[config.mk]
export PLATFORM = sky130hd
export DESIGN_NAME = data_mem_arbiter_flat
export DESIGN_NICKNAME = d
export VERILOG_FILES = /design/src/rtl/data_mem_arbiter_if.sv /design/src/rtl/data_mem_arbiter.sv /design/src/flat_wrapper.sv
export SDC_FILE = /design/constraint.sdc
export NUM_CORES = 1
export LEC_CHECK = 0
export BUFFER_PORTS_ARGS = -buffer_cell sky130_fd_sc_hd__buf_2
export CAP_MARGIN = 20
export CORE_AREA = 2 2 106 108
export DETAILED_ROUTE_END_ITERATION = 8
export DIE_AREA = 0 0 108 110
export SYNTH_ARGS = -nofsm -noshare
export SYNTH_HDL_FRONTEND = slang
export SYNTH_SLANG_ARGS = --single-unit
[constraint.sdc]
create_clock -name clk -period 1.5 [get_ports clk]
set_input_delay 0.15 -clock clk [delete_from_list [all_inputs] [get_ports clk]]
set_output_delay 0.15 -clock clk [all_outputs]
set_load 0.1 [all_outputs]
[src/rtl/data_mem_arbiter_if.sv]
// rtl/data_mem_arbiter_if.sv - requester and data-memory signal bundle for data_mem_arbiter
interface data_mem_arbiter_if #(
  parameter int NUM_REQ    = 2,
  parameter int ADDR_WIDTH = 30,
  parameter int DATA_WIDTH = 32
);
  // Requester side
  logic [NUM_REQ-1:0]            req;
  logic [NUM_REQ-1:0]            lock;
  logic [NUM_REQ*ADDR_WIDTH-1:0] req_addr;
  logic [NUM_REQ*4-1:0]          req_wbe;
  logic [NUM_REQ*DATA_WIDTH-1:0] req_wdata;
  logic [NUM_REQ-1:0]            ack;
  logic [DATA_WIDTH-1:0]         rdata;
  logic [NUM_REQ-1:0]            grant;
  logic                          busy;

  // Data-memory side
  logic                          mem_ce;
  logic [3:0]                    mem_wbe;
  logic [ADDR_WIDTH-1:0]         mem_addr;
  logic [DATA_WIDTH-1:0]         mem_wdata;
  logic [DATA_WIDTH-1:0]         mem_rdata;

  // Arbiter view
  modport slave (
    input  req, lock, req_addr, req_wbe, req_wdata, mem_rdata,
    output ack, rdata, grant, busy, mem_ce, mem_wbe, mem_addr, mem_wdata
  );

  // Requesters plus memory view
  modport master (
    output req, lock, req_addr, req_wbe, req_wdata, mem_rdata,
    input  ack, rdata, grant, busy, mem_ce, mem_wbe, mem_addr, mem_wdata
  );
endinterface

[src/rtl/data_mem_arbiter.sv]
// rtl/data_mem_arbiter.sv - shares the data-memory port between NUM_REQ masters; DATA_MEM_ARB_FIXED_PRIO_EN selects fixed priority
module data_mem_arbiter #(
  parameter int NUM_REQ    = 2,
  parameter int ADDR_WIDTH = 30,
  parameter int DATA_WIDTH = 32,
  parameter int MAX_BURST  = 4
) (
  input  logic              clk,
  input  logic              rst,
  data_mem_arbiter_if.slave bus
);

  localparam int IDX_W = (NUM_REQ > 1) ? $clog2(NUM_REQ) : 1;

  typedef enum logic [1:0] {IDLE, ACCESS, DONE} state_t;

  state_t             state, state_nxt;
  logic [NUM_REQ-1:0] grant_q, grant_nxt;
  logic [IDX_W-1:0]   gnt_idx, gnt_idx_nxt;
  logic [3:0]         beat_cnt, beat_nxt;
  logic [IDX_W-1:0]   arb_ptr;
  logic               win_valid;
  logic [IDX_W-1:0]   win_idx;
  logic               burst_go;

`ifndef DATA_MEM_ARB_FIXED_PRIO_EN
  localparam logic [IDX_W-1:0] LAST_IDX = IDX_W'(NUM_REQ - 1);

  logic [IDX_W-1:0]   rr_ptr, rr_nxt;
  logic [IDX_W-1:0]   after_g;

  // The index just past the current owner is where the next search starts
  assign after_g = (gnt_idx == LAST_IDX) ? '0 : gnt_idx + 1'b1;
  // In DONE the search already starts past the owner, so it only wins again when nobody else asks
  assign arb_ptr = (state == DONE) ? after_g : rr_ptr;
`else
  // Fixed priority: always search from index 0, so the lowest pending index wins
  assign arb_ptr = '0;
`endif

  // The owner keeps the port only while it asks for a lock and has burst beats left
  assign burst_go = bus.req[gnt_idx] && bus.lock[gnt_idx] && (beat_cnt < 4'(MAX_BURST));

  // Find the first asserted request at or after arb_ptr, wrapping modulo NUM_REQ
  always_comb begin
    win_valid = 1'b0;
    win_idx   = '0;
    for (int i = NUM_REQ - 1; i >= 0; i--) begin
      if (bus.req[(int'(arb_ptr) + i) % NUM_REQ]) begin
        win_valid = 1'b1;
        win_idx   = IDX_W'((int'(arb_ptr) + i) % NUM_REQ);
      end
    end
  end

  // State register
  always_ff @(posedge clk or negedge rst) begin
    if (!rst) begin
      state <= IDLE;
    end else begin
      state <= state_nxt;
    end
  end

  // Ownership, burst counter and rotation pointer registers
  always_ff @(posedge clk or negedge rst) begin
    if (!rst) begin
      grant_q  <= '0;
      gnt_idx  <= '0;
      beat_cnt <= '0;
`ifndef DATA_MEM_ARB_FIXED_PRIO_EN
      rr_ptr   <= '0;
`endif
    end else begin
      grant_q  <= grant_nxt;
      gnt_idx  <= gnt_idx_nxt;
      beat_cnt <= beat_nxt;
`ifndef DATA_MEM_ARB_FIXED_PRIO_EN
      rr_ptr   <= rr_nxt;
`endif
    end
  end

  // Next-state and next-ownership decisions
  always_comb begin
    state_nxt   = state;
    grant_nxt   = grant_q;
    gnt_idx_nxt = gnt_idx;
    beat_nxt    = beat_cnt;
`ifndef DATA_MEM_ARB_FIXED_PRIO_EN
    rr_nxt      = rr_ptr;
`endif
    case (state)
      IDLE: begin
        if (win_valid) begin
          state_nxt   = ACCESS;
          grant_nxt   = NUM_REQ'(1) << win_idx;
          gnt_idx_nxt = win_idx;
          beat_nxt    = 4'd1;
        end
      end
      ACCESS: begin
        state_nxt = DONE;
      end
      DONE: begin
        if (burst_go) begin
          state_nxt = ACCESS;
          beat_nxt  = beat_cnt + 4'd1;
        end else begin
`ifndef DATA_MEM_ARB_FIXED_PRIO_EN
          rr_nxt = after_g;
`endif
          if (win_valid) begin
            state_nxt   = ACCESS;
            grant_nxt   = NUM_REQ'(1) << win_idx;
            gnt_idx_nxt = win_idx;
            beat_nxt    = 4'd1;
          end else begin
            state_nxt = IDLE;
            grant_nxt = '0;
            beat_nxt  = 4'd0;
          end
        end
      end
      default: begin
        state_nxt = IDLE;
        grant_nxt = '0;
      end
    endcase
  end

  // Memory strobes in ACCESS, completion pulse and read data in DONE
  always_comb begin
    bus.mem_ce    = 1'b0;
    bus.mem_wbe   = 4'b0000;
    bus.mem_addr  = '0;
    bus.mem_wdata = '0;
    bus.ack       = '0;
    bus.rdata     = '0;
    bus.busy      = 1'b0;
    case (state)
      ACCESS: begin
        bus.mem_ce    = 1'b1;
        bus.mem_wbe   = bus.req_wbe[gnt_idx*4 +: 4];
        bus.mem_addr  = bus.req_addr[gnt_idx*ADDR_WIDTH +: ADDR_WIDTH];
        bus.mem_wdata = bus.req_wdata[gnt_idx*DATA_WIDTH +: DATA_WIDTH];
        bus.busy      = 1'b1;
      end
      DONE: begin
        bus.ack   = grant_q;
        bus.rdata = bus.mem_rdata;
        bus.busy  = 1'b1;
      end
      default: ;
    endcase
  end

  assign bus.grant = grant_q;

endmodule

[src/flat_wrapper.sv]
// flat-port wrapper written by rule: the top's interface ports become plain ports
module data_mem_arbiter_flat 
#(
  parameter int NUM_REQ    = 2,
  parameter int ADDR_WIDTH = 30,
  parameter int DATA_WIDTH = 32,
  parameter int MAX_BURST  = 4
)
  (clk, rst, bus_req, bus_lock, bus_req_addr, bus_req_wbe, bus_req_wdata, bus_mem_rdata, bus_ack, bus_rdata, bus_grant, bus_busy, bus_mem_ce, bus_mem_wbe, bus_mem_addr, bus_mem_wdata);
  data_mem_arbiter_if #(.NUM_REQ(NUM_REQ), .ADDR_WIDTH(ADDR_WIDTH), .DATA_WIDTH(DATA_WIDTH)) bus_i ();
  input  logic clk;
  input  logic rst;
  input wire logic [$bits(bus_i.req)-1:0] bus_req;
  input wire logic [$bits(bus_i.lock)-1:0] bus_lock;
  input wire logic [$bits(bus_i.req_addr)-1:0] bus_req_addr;
  input wire logic [$bits(bus_i.req_wbe)-1:0] bus_req_wbe;
  input wire logic [$bits(bus_i.req_wdata)-1:0] bus_req_wdata;
  input wire logic [$bits(bus_i.mem_rdata)-1:0] bus_mem_rdata;
  output wire logic [$bits(bus_i.ack)-1:0] bus_ack;
  output wire logic [$bits(bus_i.rdata)-1:0] bus_rdata;
  output wire logic [$bits(bus_i.grant)-1:0] bus_grant;
  output wire logic [$bits(bus_i.busy)-1:0] bus_busy;
  output wire logic [$bits(bus_i.mem_ce)-1:0] bus_mem_ce;
  output wire logic [$bits(bus_i.mem_wbe)-1:0] bus_mem_wbe;
  output wire logic [$bits(bus_i.mem_addr)-1:0] bus_mem_addr;
  output wire logic [$bits(bus_i.mem_wdata)-1:0] bus_mem_wdata;
  assign bus_i.req = bus_req;
  assign bus_i.lock = bus_lock;
  assign bus_i.req_addr = bus_req_addr;
  assign bus_i.req_wbe = bus_req_wbe;
  assign bus_i.req_wdata = bus_req_wdata;
  assign bus_i.mem_rdata = bus_mem_rdata;
  assign bus_ack = bus_i.ack;
  assign bus_rdata = bus_i.rdata;
  assign bus_grant = bus_i.grant;
  assign bus_busy = bus_i.busy;
  assign bus_mem_ce = bus_i.mem_ce;
  assign bus_mem_wbe = bus_i.mem_wbe;
  assign bus_mem_addr = bus_i.mem_addr;
  assign bus_mem_wdata = bus_i.mem_wdata;
  data_mem_arbiter #(.NUM_REQ(NUM_REQ), .ADDR_WIDTH(ADDR_WIDTH), .DATA_WIDTH(DATA_WIDTH), .MAX_BURST(MAX_BURST)) u_core (.clk(clk), .rst(rst), .bus(bus_i));
endmodule
==> impl_results.md, run 1 <==
* Status: finished with violations
* Violated checks: setup timing
* Total CTS buffers at 3
* Post-synth top area share at 0.340
* Synth area leader: mux2i_1
* Fillers at 845
* Final wirelength at 11300 µm
* First-pass GRT wire length at 16000 µm
* # setup viols final at 108
* Setup Skew at 10.1 ps
* Switching part of the total power at 0.565
* Syn. warnings at 0
* Max Freq at 0.577 GHz
* CP Depth at 5
* Psw at 9.87 mW
* Die height at 110 µm
* Cell area after synthesis at 0.00195 mm²
* WS Path Type: register to primary output
* Endpoint class of the critical path: primary output
* DP Area at 0.00583 mm²
* Vias in the first global route at 3242
* Hold Path Class: input pin to async pin
* Post-synth EDFFs at 0
* CTS root buffer: clkbuf_8
* Top delay family on crit path: buffers and inverters
* Synthesized net count at 410
* R2R depth at 5
* Worst EP required at 1350 ps
* Worst skew pair latency at 240 ps
* Mapped Cells at 235
* First drt pass iteration count at 4
* Final min period at 1730 ps
* Die Width at 108 µm
* Combinational power share at 0.954
* Fraction of registers with async set/reset at 1.00
* Design Area, Final at 0.00645 mm²
* Pint at 7.60 mW
* Worst-case vdd ir drop at 1.64 mV
* H-tree Lvls at 1
* Core Util, Final at 0.603
* Clock sinks at 10
* GRT Total Usage at 0.169
* Vias per cell at 4.36
* Largest net degree at the start of global routing at 39
* RSZ-0062 raised after global routing: yes
* Die ar. at 0.0119 mm²
* Post-synth cell types at 31
* Slew Limit Fails at 0
* Critical Path AT at 1580 ps
* Synth Flop Type: dfrtp_1
* Routed WL per cell at 16.6 µm
* Max-cap violations at 0
* Critical path's most frequent cell: buf_12
* Setup ws final at -233 ps
* I/O Buffers at 273
* # rows at 38
* Area growth syn-to-layout at 231%
* CTS tree: built
* Buf+Inv Stages, Crit Path at 3
* Clock Power Share at 0.017
* HPWL after DPL at 8320 µm
* Flops & latches, synth at 10
* Endpoints failing hold at 0
* Core area at 0.0107 mm²
* Register area share after synthesis at 0.129
* CP startpoint kind: register
* Share of power burned in registers at 0.028
* Synthesized area per cell at 8.28 µm²
* Initial antenna violation count at 1
* Max stage delay on crit path at 500 ps
* Top Ports at 274
* GP Congestion at 0.756
* Worst Path Max Fanout at 16
* Routed vias at 2975
* Clock-pin slew on the worst setup and hold paths at 50 ps
* Layout Nets at 718
* Period utilization at 1.16
* DR iter-0 viols at 100
* Effective utilization at floorplan at 0.182
* Leak at 2.93 nW
* PwrDens at 2710 mW/mm²
* Worst-margin pin slew at 499 ps
* Critical path cell sequence: buf_12 -> buf_12 -> mux2i_4 -> nor2b_4 -> buf_12
* Post-route ant nets at 0
* Clk buf depth at 2
* # DRC at 0
* Max_slew headroom at 0.670
* Crit-path slowest cell: dfrtp_4
* Residual overflow from global routing at 0
* Synth area leaders: mux2i_1 (34%), nor2b_1 (21%), dfrtp_1 (13%), and2_1 (11%), ha_1 (3.2%)
* Fraction of layout cells with a size suffix above 1 at 0.913
[sequential cells by signal (all words and copies together) (netlist names)]
register,count
u_core.rr_ptr,1
u_core.gnt_idx,1
u_core.beat_cnt,4
u_core.bus.grant,2
u_core.state,2
[cell families after synthesis]
group | count (synthesis) | share of synthesized area
adders and majority gates | 5 | 0.0322
and+or+nand+nor | 110 | 0.351
muxes | 68 | 0.353
DFF | 10 | 0.129
buffers and inverters | 23 | 0.0508
AOI/OAI and AO/OA | 19 | 0.0843
[placed cells by master (no fill, tap or decap), types with 6 or more instances in the layout]
cell and instances:
and2_4 34, buf_12 112, buf_2 171, buf_4 29
dfrtp_1 6, mux2i_1 17, mux2i_2 47, nor2b_4 66
[cell type report]
| cell class | count | area [µm²] | area share |
|---|---|---|---|
| Timing Repair Buffer | 322 | 3500 | 0.544 |
| Multi-Input combinational cell | 202 | 2450 | 0.379 |
| Sequential cell | 10 | 258 | 0.0400 |
| Tap cell | 140 | 175 | 0.0272 |
| Clock buffer | 4 | 45.0 | 0.00699 |
| Inverter | 4 | 15.0 | 0.00233 |
| Antenna cell | 1 | 2.50 | 0.000388 |
[layer usage]
layer / GRT usage / vias to the layer above / part of all wire
met3: 0.0600 / 15 / 0.11
li1: - / 1406 / -
met2: 0.350 / 182 / 0.57
met1: 0.156 / 1372 / 0.31
met5: 0 / - / 0
met4: 0.0366 / 0 / 0.015
[power groups by stage]
| stage | combinational (mW) | clock (mW) | sequential [mW] |
|---|---|---|---|
| detailed placement | 15.3 | 0 | 0.503 |
| global route | 17.2 | 0.333 | 0.513 |
| finish | 16.7 | 0.302 | 0.496 |
| CTS | 16.2 | 0.307 | 0.489 |
| floorplan | 10.0 | 0 | 0.612 |
| global placement | 15.1 | 0 | 0.496 |
[cell usage after synthesis (2+ instances only)]
cell type,n
o22ai_1,2
o21ai_0,4
dfrtp_1,10
and2_1,35
mux2i_1,66
clkbuf_1,11
buf_2,7
nor2b_1,66
inv_1,4
a22o_2,2
nand2_1,3
a21oi_1,2
ha_1,5
[path summary, 6_finish.rpt]
kind / startpoint / endpoint / slack, ps
worst min register to register: u_core.beat_cnt[3]$_DFFE_PN0P_ / u_core.beat_cnt[3]$_DFFE_PN0P_ / 480
min in group clk: bus_lock[1] / u_core.rr_ptr$_DFFE_PN0P_ / 370
worst max register to register: u_core.gnt_idx$_DFFE_PN0P_ / u_core.bus.grant[0]$_DFFE_PN0P_ / -200
worst max-delay path: u_core.gnt_idx$_DFFE_PN0P_ / bus_mem_wdata[12] / -230
max in group asynchronous: rst / u_core.state[1]$_DFFE_PN0P_ / 970
worst min-delay path: rst / u_core.beat_cnt[1]$_DFFE_PN0P_ / 310
[what timing repair did]
item                                    CTS  global route
gates resized for setup                  57            26
gates cloned                              4             4
buffers inserted                         11             3
hold buffers                              1             0
endpoints found under the hold margin    10             0
pin swaps                                 6             5
endpoints found under the setup margin  102           110
[metrics by stage]
stage	setup WS [ps]	setup TNS (ps)	cells	hold slack, ps	power (mW)
2_1_floorplan	-376	-26900	235	-146	10.6
3_3_place_gp	-39.4	-39.4	657	20.9	15.6
3_5_place_dp	-70.6	-250	657	25.4	15.8
4_1_cts	-241	-18040	677	321	17.0
5_1_grt	-275	-24460	683	327	18.0
6_report	-233	-18520	683	306	17.5
Note: power is estimated with default switching activity, not from simulation.
==> run 2, diff against run 1 <==
Settings changed: CORE_AREA 2 2 106 108 to 2 2 105 107, DIE_AREA 0 0 108 110 to 0 0 107 109.
Clock period 1.5 ns to 2.2 ns, I/O delays scaled along.
==> impl_results.md, run 2 (synthesized netlist as in run 1, its figures left out) <==
* Clock-pin slew on the worst setup and hold paths at 50 ps (about the same)
* Worst-margin pin slew at 503 ps (+3.50 ps)
* Top Ports at 274 (unchanged)
* GP Congestion at 0.833 (+10%)
* Clock sinks at 10 (unchanged)
* Max stage delay on crit path at 410 ps (-90 ps)
* Residual overflow from global routing at 0 (unchanged)
* CP startpoint kind: register
* Total CTS buffers at 3 (unchanged)
* Largest net degree at the start of global routing at 40 (+2.6%)
* Routed WL per cell at 14.1 µm (-15%)
* Period utilization at 0.911
* Endpoint class of the critical path: primary output
* Max-cap violations at 0 (unchanged)
* Die height at 109 µm (-0.91%)
* # DRC at 0 (unchanged)
* Worst skew pair latency at 240 ps (about the same)
* GRT Max-Usage Layer: met2
* Layout Nets at 677 (-5.7%)
* Vias in the first global route at 2740 (-15%)
* Fraction of layout cells with a size suffix above 1 at 0.719 (-0.195)
* I/O Buffers at 273 (unchanged)
* Setup Skew at 5.74 ps (-4.34 ps)
* RSZ-0062 raised after global routing: no
* DR iter-0 viols at 84 (-16%)
* TNS Setup at 0 ps (+18520 ps)
* Initial antenna violation count at 1 (unchanged)
* Final min period at 2000 ps
* Clk buf depth at 2 (unchanged)
* Routed vias at 2722 (-8.5%)
* Critical Path AT at 1780 ps (+200 ps)
* Max_slew headroom at 0.667 (-0.00232)
* Status: finished clean
* Worst EP required at 1980 ps (+630 ps)
* Die Width at 107 µm (-0.93%)
* Critical path's most frequent cell: buf_12
* GRT Total Usage at 0.142 (-0.0266)
* WS Path Type: register to primary output
* CTS root buffer: clkbuf_8
* First-pass GRT wire length at 13400 µm (-16%)
* Core area at 0.0106 mm² (-0.89%)
* HPWL after DPL at 8080 µm (-2.8%)
* Crit-path slowest cell: dfrtp_1
* Largest Register: u_core.beat_cnt
* Worst Path Max Fanout at 39 (+23)
* Critical path cell sequence: inv_1 -> ha_4 -> buf_12 -> nor2b_2 -> buf_12
* Die ar. at 0.0117 mm² (-1.8%)
* First drt pass iteration count at 4 (unchanged)
* Vias per cell at 4.24 (-2.7%)
* Final wirelength at 9070 µm (-20%)
* CTS Hold Buffers Added at 1 (unchanged)
* Met3 usage at 0.0436 (-0.0163)
* Max Freq at 0.499 GHz
* CTS tree: built
* CP startpoint: u_core.state[1]$_DFFE_PN0P_
* # setup viols final at 0 (-100%)
* H-tree Lvls at 1 (unchanged)
* Effective utilization at floorplan at 0.184 (+0.00163)
* Area growth syn-to-layout at 174%
* Post-CTS Resized at 0 (-100%)
* # rows at 38 (unchanged)
* Hold Path Class: input pin to async pin
* Setup bufs post-CTS at 0 (-11)
* Slew Limit Fails at 0 (unchanged)
* FF-to-FF Start: u_core.state[1]$_DFFE_PN0P_
* Max reg flops at 4 (unchanged)
* Met1 Usage GRT at 0.145 (-0.0108)
* Endpoints failing hold at 0 (unchanged)
* Commonest non-fill, non-tap cells in the layout: buf_2 (173), buf_12 (103), mux2i_1 (66), nor2b_2 (46), and2_1 (35)
* Post-route ant nets at 0 (unchanged)
* Core Util, Final at 0.503 (-0.0995)
* GR Util met2 at 0.286 (-0.0647)
* Most common cell after layout, fill and taps aside: buf_2
run 2: cell types whose count changed in the layout (fill, tap and decap cells not counted), moves of 9 or more:
cell,delta
nor2b_4,-46
and2_1,+34
and2_4,-34
mux2i_2,-47
nor2b_2,+46
buf_12,-9
buf_4,-25
mux2i_1,+49
run 2: metal layers:
metal  vias up  share of wire
li1       1326              -
met1      1222           0.33
met3         7           0.11
met4         0         0.0088
met2       167           0.54
met5         -              0
run 2: path summary, 6_finish.rpt:
check,end,slack [ps],depth (start not counted)
max,bus_mem_wdata[28],200,5
min,u_core.gnt_idx$_DFFE_PN0P_,370,2
max reg2reg,u_core.bus.grant[0]$_DFFE_PN0P_,390,5
min reg2reg,u_core.beat_cnt[3]$_DFFE_PN0P_,500,1
max in group asynchronous,u_core.gnt_idx$_DFFE_PN0P_,1620,2
min in group clk,u_core.gnt_idx$_DFFE_PN0P_,390,3
run 2: worst max-delay path, delay by kind of cell, from the launching register on:
family,cells,cell delay (ps)
buf+inv,3,550
flops,1,410
fa+ha+maj,1,320
simple gates,1,240
run 2: layout make-up:
| cell class | count | area (µm²) |
|---|---|---|
| Sequential cell | 10 | 254 |
| Clock buffer | 4 | 45.0 |
| Multi-Input combinational cell | 202 | 1870 |
| Fill cell | 948 | 5270 |
| Antenna cell | 1 | 2.50 |
| Inverter | 4 | 15.0 |
| Timing Repair Buffer | 281 | 2970 |
| Tap cell | 140 | 175 |
run 2: per-stage QoR:
step	hold WS, ps	worst slack, ps	std cells	cell area (µm²)
2_1_floorplan	-75.6	5.00	235	2220
3_3_place_gp	86.5	439	636	5280
3_5_place_dp	90.1	387	636	5280
4_1_cts	380	142	641	5330
5_1_grt	387	62.2	642	5330
6_report	373	195	642	5330
Power of run 2 is left out: the tool's default activity adds up to more than one toggle a clock period on the data nets, which glitch-free logic cannot reach.
